$ cat config.mk
export PLATFORM = sky130hd
export DESIGN_NAME = bcd_display_scanner
export DESIGN_NICKNAME = d
export VERILOG_FILES = /design/src/rtl/bcd_display_pkg.sv /design/src/rtl/bcd_to_seg7.sv /design/src/rtl/bcd_display_scanner.sv
export SDC_FILE = /design/constraint.sdc
export NUM_CORES = 1
export LEC_CHECK = 0
export ABC_AREA = 0
export BUFFER_PORTS_ARGS = -buffer_cell sky130_fd_sc_hd__buf_2
export CAP_MARGIN = 20
export CORE_MARGIN = 3
export CORE_UTILIZATION = 41
export CTS_CLUSTER_DIAMETER = 100
export DETAILED_ROUTE_END_ITERATION = 12
export GPL_ROUTABILITY_DRIVEN = 1
export PLACE_DENSITY = 0.69
export SLEW_MARGIN = 15
export SYNTH_ARGS = -nofsm -noshare
export SYNTH_HDL_FRONTEND = slang
export SYNTH_HIERARCHICAL = 1
export SYNTH_SLANG_ARGS = --single-unit
$ cat constraint.sdc
create_clock -name clk -period 3.1 [get_ports clk]
set_clock_uncertainty 0.05 [all_clocks]
set_input_delay 0.155 -clock clk [delete_from_list [all_inputs] [get_ports clk]]
set_output_delay 0.155 -clock clk [all_outputs]
set_load 0.005 [all_outputs]
$ cat src/rtl/bcd_display_pkg.sv
// Shared definitions for the multiplexed BCD seven-segment display scanner.
// Segment patterns are logical (1 = segment lit), bit order {g,f,e,d,c,b,a}.
package bcd_display_pkg;

   localparam logic [6:0] SEG_0     = 7'h3F;
   localparam logic [6:0] SEG_1     = 7'h06;
   localparam logic [6:0] SEG_2     = 7'h5B;
   localparam logic [6:0] SEG_3     = 7'h4F;
   localparam logic [6:0] SEG_4     = 7'h66;
   localparam logic [6:0] SEG_5     = 7'h6D;
   localparam logic [6:0] SEG_6     = 7'h7D;
   localparam logic [6:0] SEG_7     = 7'h07;
   localparam logic [6:0] SEG_8     = 7'h7F;
   localparam logic [6:0] SEG_9     = 7'h6F;
   localparam logic [6:0] SEG_DASH  = 7'h40;
   localparam logic [6:0] SEG_BLANK = 7'h00;

   // Index of the digit currently being scanned, 0 = units digit.
   typedef logic [1:0] digit_idx_t;

   // Control FSM: LOAD takes the first snapshot after reset, SCAN rotates digits.
   typedef enum logic [0:0] {
      LOAD = 1'b0,
      SCAN = 1'b1
   } ctrl_state_e;

   // Plain-vector copies of the state encodings for legacy state registers.
   localparam logic [0:0] ST_LOAD = LOAD;
   localparam logic [0:0] ST_SCAN = SCAN;

   // Logical (active-high) one-hot digit enable for a digit index.
   function automatic logic [3:0] digit_onehot(input digit_idx_t i);
      return 4'b0001 << i;
   endfunction

endpackage

$ cat src/rtl/bcd_to_seg7.sv
// Combinational BCD nibble to seven-segment decoder.
// Valid digits 0-9 map to their glyphs; A-F show a dash and raise 'invalid'
// so the caller can suppress the decimal point for that digit.
module bcd_to_seg7
   import bcd_display_pkg::*;
(
   input  logic [3:0] nibble,
   output logic [6:0] seg,
   output logic       invalid
);

   // Glyph lookup, with non-BCD codes falling through to the dash pattern.
   always_comb begin
      seg     = SEG_DASH;
      invalid = 1'b0;
      case (nibble)
         4'd0:    seg = SEG_0;
         4'd1:    seg = SEG_1;
         4'd2:    seg = SEG_2;
         4'd3:    seg = SEG_3;
         4'd4:    seg = SEG_4;
         4'd5:    seg = SEG_5;
         4'd6:    seg = SEG_6;
         4'd7:    seg = SEG_7;
         4'd8:    seg = SEG_8;
         4'd9:    seg = SEG_9;
         default: begin
            seg     = SEG_DASH;
            invalid = 1'b1;
         end
      endcase
   end

endmodule

$ cat src/rtl/bcd_display_scanner.sv
// Time-multiplexed 4-digit common-anode seven-segment scanner.
// The BCD count is snapshotted once per scan frame so a digit never shows a
// mix of old and new values; each digit is lit for REFRESH_DIV clocks
// (REFRESH_DIV must be 2 or more).
// Optional build macro LEADING_ZERO_BLANK_EN: blank leading zero digits
// (digit 0 is always shown, invalid nibbles count as non-zero).
module bcd_display_scanner
   import bcd_display_pkg::*;
#(
   parameter int REFRESH_DIV    = 50000,
   parameter bit SEG_ACTIVE_LOW = 1'b1,
   parameter bit AN_ACTIVE_LOW  = 1'b1
)(
   input  logic        clk,
   input  logic        reset,
   input  logic [15:0] q,
   input  logic [3:0]  dp_in,
   output logic [6:0]  seg,
   output logic        dp,
   output logic [3:0]  an,
   output logic        frame_done
);

   localparam int              PW      = $clog2(REFRESH_DIV);
   localparam logic [PW-1:0]   PRE_MAX = PW'(REFRESH_DIV - 1);

   // XOR masks that turn logical values into pin levels; also the idle levels.
   localparam logic [6:0] SEG_OFF = SEG_ACTIVE_LOW ? 7'h7F : 7'h00;
   localparam logic       DP_OFF  = SEG_ACTIVE_LOW;
   localparam logic [3:0] AN_OFF  = AN_ACTIVE_LOW ? 4'hF : 4'h0;

   logic [PW-1:0] prescaler;
   logic          tick;
   digit_idx_t    idx;
   logic [0:0]    state;
   logic [19:0]   snapshot;
   logic [19:0]   disp_src;
   logic          frame_wrap;

   logic [3:0]    nib;
   logic          dp_req;
   logic [3:0]    blank;
   logic          digit_blank;
   logic [6:0]    dec_seg;
   logic          dec_invalid;
   logic [6:0]    seg_logic;
   logic          dp_logic;

   // Refresh strobe: high during the last prescaler count of each digit slot.
   always_comb begin
      tick       = (prescaler == PRE_MAX);
      frame_wrap = (state == ST_SCAN) && tick && (idx == 2'd3);
   end

   // Prescaler counting 0..REFRESH_DIV-1 and wrapping after the tick cycle.
   always_ff @(posedge clk) begin
      if (!reset) begin
         prescaler <= '0;
      end else if (tick) begin
         prescaler <= '0;
      end else begin
         prescaler <= prescaler + PW'(1);
      end
   end

   // Digit index rotation 0->1->2->3->0, one step per tick.
   always_ff @(posedge clk) begin
      if (!reset) begin
         idx <= '0;
      end else if (tick) begin
         idx <= idx + 2'd1;
      end
   end

   // Control FSM: first snapshot right after reset, then once per frame wrap.
   always_ff @(posedge clk) begin
      if (!reset) begin
         state      <= ST_LOAD;
         snapshot   <= '0;
         frame_done <= 1'b0;
      end else begin
         frame_done <= frame_wrap;
         case (state)
            ST_LOAD: begin
               snapshot <= {dp_in, q};
               state    <= ST_SCAN;
            end
            ST_SCAN: begin
               if (frame_wrap) begin
                  snapshot <= {dp_in, q};
               end
            end
            default: state <= ST_LOAD;
         endcase
      end
   end

   // While LOAD is capturing, show the value being captured rather than the
   // cleared snapshot, so digit 0 is correct from the first lit cycle.
   always_comb begin
      disp_src = (state == ST_LOAD) ? {dp_in, q} : snapshot;
   end

`ifdef LEADING_ZERO_BLANK_EN
   // A digit is blanked when it and every digit above it are zero.
   always_comb begin
      blank    = 4'b0000;
      blank[3] = (disp_src[15:12] == 4'd0);
      blank[2] = blank[3] && (disp_src[11:8] == 4'd0);
      blank[1] = blank[2] && (disp_src[7:4] == 4'd0);
      blank[0] = 1'b0;
   end
`else
   // All digits are always decoded, leading zeros included.
   always_comb begin
      blank = 4'b0000;
   end
`endif

   // Select the nibble, decimal-point request and blank flag of the lit digit.
   always_comb begin
      nib         = disp_src[3:0];
      dp_req      = disp_src[16];
      digit_blank = blank[0];
      case (idx)
         2'd1: begin
            nib         = disp_src[7:4];
            dp_req      = disp_src[17];
            digit_blank = blank[1];
         end
         2'd2: begin
            nib         = disp_src[11:8];
            dp_req      = disp_src[18];
            digit_blank = blank[2];
         end
         2'd3: begin
            nib         = disp_src[15:12];
            dp_req      = disp_src[19];
            digit_blank = blank[3];
         end
         default: begin
            nib         = disp_src[3:0];
            dp_req      = disp_src[16];
            digit_blank = blank[0];
         end
      endcase
   end

   bcd_to_seg7 u_decoder (
      .nibble  (nib),
      .seg     (dec_seg),
      .invalid (dec_invalid)
   );

   // Final logical pattern: blanking wins, invalid digits never show a point.
   always_comb begin
      seg_logic = digit_blank ? SEG_BLANK : dec_seg;
      dp_logic  = dp_req && !dec_invalid && !digit_blank;
   end

   // Output register; pin polarity is applied here and nowhere else.
   always_ff @(posedge clk) begin
      if (!reset) begin
         an  <= AN_OFF;
         seg <= SEG_OFF;
         dp  <= DP_OFF;
      end else begin
         an  <= digit_onehot(idx) ^ AN_OFF;
         seg <= seg_logic ^ SEG_OFF;
         dp  <= dp_logic ^ DP_OFF;
      end
   end

endmodule

# After elaboration in Yosys (flattened, before gate mapping)
# Cells that the tools add are included.
# word_totals
ff_bits	52
latch_bits	0
mem_bits_rw	0
romBits	0
in_bits	22
out_inout_bits	13
word_cells	43
n_memories	0
# op_classes
n_addsub	2
multipliers	0
div_mod_pow	0
n_lt_le_gt_ge	0
eq_ne	14
shifts	1
muxes	7
bitwise	5
n_reduce_logical	6
# ops
operator	n
$pmux W7 S10	1
$mux W20	2
$pmux W20 S2	1
$add A16 B1 Y16 const B	1
$eq A16 B16 Y1 const B	1
$eq A4 B3 Y1 const B	4
$pmux W4 S3	1
$reduce_or A10 Y1	1
$eq A4 B2 Y1 const B	2
$eq A4 B4 Y1 const B	2
$not A7 Y7	1
$eq A2 B2 Y1 const B	2
$eq A4 B1 Y1 const B	1
$logic_not A4 Y1	1
$not A4 Y4	1
$shl A1 B2 Y4 const A	1
$logic_and A1 B1 Y1	3
$not A1 Y1	3
$pmux W1 S3	1
$add A2 B1 Y2 const B	1
$eq A2 B1 Y1 const B	1
$ne A2 B1 Y1 const B	1
$reduce_or A2 Y1	1
$mux W1	1

# Logic depth before layout (Yosys ltp)
# logic_depth
word_depth	6
mapped_depth	8
depth_no_buf	7

# Cells and area by module
# The synthesis kept the hierarchy.
# by_module_without_submodules
module	n_inst	cells_each	area_per_inst_um2	seq_area_each_um2
bcd_display_scanner	1	245	2506.2	1041.0
bcd_to_seg7	1	21	167.7	0.0

# Worst setup path after synthesis
# No wires, ideal clock.
# synth_path
path_type	flip-flop to flip-flop
startpoint	reg state
endpoint	reg seg[3]
t_arrival_ns	1.911
setup_slack_ns	1.013
stages_incl_launch_ff	9
n_path_buf	2
path_cell_list	dfxtp_1 buf_2 mux2_2 a222oi_1 mux2i_1 buf_6 o21a_4 nor4_2 nand2_1
# synth_via
elab_chain_cells	5
# synth_lines
item	line_no	text
from (decl)	bcd_display_scanner.sv:35	logic [0:0] state;
from (signal assigned)	bcd_display_scanner.sv:78	state <= ST_LOAD;
from (signal assigned)	bcd_display_scanner.sv:86	state <= ST_SCAN;
from (signal assigned)	bcd_display_scanner.sv:93	default: state <= ST_LOAD;
$mux W20 (*)	bcd_display_scanner.sv:101	disp_src = (state == ST_LOAD) ? {dp_in, q} : snapshot;
$pmux W4 S3 (*)	bcd_display_scanner.sv:125	case (idx)
named net nib[1]	bcd_display_scanner.sv:40	logic [3:0] nib;
$eq A4 B4 Y1, or another cell as far along	bcd_to_seg7.sv:16	case (nibble)
$pmux W7 S10 (*)	bcd_to_seg7.sv:16	
named net dec_seg[3]	bcd_display_scanner.sv:44	logic [6:0] dec_seg;
$not A7 Y7 (no source line) (*)	--	
to (signal assigned)	bcd_display_scanner.sv:169	seg <= seg_logic ^ SEG_OFF;
to (decl)	bcd_display_scanner.sv:18	output logic [6:0] seg,
# The timed path passes the listed nets; every way through them passes the cells marked *.
# A chain may end at the register's enable or synchronous reset.

# Worst setup path after layout
# Same ends and word-level chain as after synthesis.

==> impl_metrics.tcl <==
set metrics [dict create \
    rows 28 \
    rsz0062_at_grt "no" \
    setup_viol 0 \
    antenna_found_initial 0 \
    final_max_slew_viol_count 0 \
    area_growth_pct 11.0 \
    start_util_pct 43.6 \
    cp_data_required_time_ps 3250 \
    post-route-cell-area_um2 2970 \
    syn_inst 266 \
    synth.avg_cell_area_um2 10.1 \
    holdBufCountCts 0 \
    cts_sinks 52 \
    track_usage_pct 15.0 \
    finalSetupTns_ps 0 \
    drt-wirelength-per-cell_um 14.2 \
    ir_drop_v 0.000277 \
    place_hpwl_mm 3.74 \
    grt_pass1_wl_mm 9.03 \
    relSlewSlack_pct 40.3 \
    wl_mm 5.26 \
    io_pins 35 \
    post_cts_buffers 0 \
    cp.arrival_ps 2540 \
    fin_nets 322 \
    rrSetupSlack_ps 710 \
    clk_latency_ps 300 \
    yosysSeqAreaShare_pct 38.9 \
    hold_viol 0 \
    cts_made_buffers 5 \
    firstDrtPassIters 4 \
    worst_setup_path_end_kind "register" \
    ant_nets 0 \
    clk_root_buffer_cell "clkbuf_8" \
    leakage_nw 1.15 \
    synth_edf_count 0 \
    critPathMaxFanout 12 \
    crit_end "seg[3]" \
    drive_gt1_share_pct 37.3 \
    fmax_ghz 0.418 \
    drt_iter0_drc 119 \
    async_reset_ff_share_pct 0 \
    outcome "finished, final reports clean" \
    maxCapViolCount 0 \
    grt_max_degree 44 \
    portBuffers 34 \
    n_antenna_cell 0 \
    cts_tree "done" \
    first_global_vias 1907 \
    dieArea_um2 7530 \
    vias 1924 \
    synth_ff_type "dfxtp_1" \
    die_x_um 86.8 \
    crit_start "state" \
    die_h_um 86.8 \
    fin_crit_sh_pct 77.1 \
    grt_overflow 0 \
    cts_buffer_depth 2 \
    ys_warn_count 6 \
    hp-class "primary input to register" \
    synth_nets 294 \
    ff2ff_path_depth 7 \
    core_region_area_um2 6130 \
    drcViolationCount 0 \
    power.density_nw_per_um2 451 \
    placed_cell_area_um2 2860 \
    r2r_start "state" \
    place_congestion 0.784 \
    final_util_pct 48.4 \
    via_per_inst 5.20 \
    crit_path_start_kind "register" \
    clk_pin_slew_ps 90 \
    post_cts_resized 0 \
    r2r-end "seg[3]" \
    tightest_slew_ps 870 \
    crit_type "register to register" \
    min_period_ps 2390 \
    synth.ff_latch_count 52 \
    synth_area_um2 2670 \
    ctsHtreeMaxLevel 2 \
    synth_cell_types 42 \
]
-- final cells by class --
cell class                      count  area (um^2)
Clock buffer                        6         72.6
Clock inverter                      2         35.0
Fill cell                         562         3160
Inverter                            6         22.5
Multi-Input combinational cell    191         1490
Sequential cell                    52         1040
Tap cell                           75         93.8
Timing Repair Buffer               38          213
-- how the worst min path moves through the flow --
stage / startpoint / endpoint / slack, ps / cells past startpoint
floorplan: reset / state / 130 / 0
global placement: dp_in[3] / snapshot[19] / 370 / 3
global route: q[4] / snapshot[4] / 50 / 3
finish: q[4] / snapshot[4] / 50 / 3
detailed placement: q[4] / snapshot[4] / 370 / 3
CTS: q[4] / snapshot[4] / 40 / 3
-- layout by cell type (no fill, tap or decap), drive strengths merged, types with 9 or more instances in the layout --
cell,n
buf,38
xnor2,12
nand3,26
dfxtp,52
o21ai,21
mux2,16
mux2i,9
nor2,18
nand2,35
-- synth_stat cells, types with 2 or more instances --
library cell / n / area share, %
nor2_1: 18 / 2.5
o21bai_1: 2 / 0.56
nand3_1: 6 / 1.1
dfxtp_1: 52 / 39
inv_1: 6 / 0.84
mux2_2: 16 / 6.7
nand4_1: 3 / 0.70
and3_1: 3 / 0.70
clkbuf_1: 5 / 0.70
o22ai_1: 2 / 0.47
buf_6: 7 / 2.9
nand3_2: 20 / 7.5
xnor2_1: 12 / 3.9
xor2_1: 3 / 0.98
buf_2: 4 / 0.75
o21ai_2: 20 / 6.6
and2_1: 2 / 0.47
a222oi_1: 5 / 1.9
nor4_1: 4 / 0.94
nor3_1: 6 / 1.1
nand2_1: 34 / 4.8
ha_1: 6 / 2.8
mux2i_1: 9 / 3.4
nor2b_1: 3 / 0.70
-- state kept, by name, summed over array words and instances (netlist names) --
signal      count
an              4
dp              1
frame_done      1
idx             2
prescaler      16
seg             7
snapshot       20
state           1
-- worst max-delay path, stage by stage (launching register included) --
cell	delay [ps]
dfxtp_1	360
buf_4	220
mux2_2	360
a222oi_1	330
mux2i_1	330
nor3b_1	280
nor4_2	300
nand2_1	70
-- cell families (layout without fill, tap and decap cells) --
group	Yosys count	after routing	share of synthesized area, %
DFF	52	52	38.9
and+or+nand+nor	109	109	25.5
AOI/OAI and AO/OA	36	36	12.4
xor gates and xnor gates	15	15	4.91
adders and majority gates	6	6	2.81
muxes	25	25	10.1
buffers and inverters	23	52	5.38
-- per-stage QoR --
step / hold WS, ps / power (mW) / worst slack [ps] / std cells
after CTS: 44.5 / 1.35 / 717 / 370
after floorplan: 133 / 0.855 / 1010 / 266
after global placement: 365 / 0.894 / 832 / 362
after detailed placement: 374 / 0.898 / 741 / 362
final: 51.3 / 1.34 / 709 / 370
after global routing: 49.2 / 1.39 / 544 / 370
-- routing by layer --
metal	part of all wire (%)	vias to the layer above	global-route usage [%]
met4	1.4	0	5.52
met2	47	36	24.3
li1	-	994	-
met5	0	-	0
met3	3.7	7	2.47
met1	48	887	19.9
-- where the power goes --
part / internal (mW) / switching, mW / leakage (nW)
sequential: 0.698 / 0.0168 / 0.427
clock: 0.240 / 0.216 / 0.0552
combinational: 0.0753 / 0.0916 / 0.667
total: 1.01 / 0.325 / 1.15
Note: power is estimated with default switching activity, not from simulation.
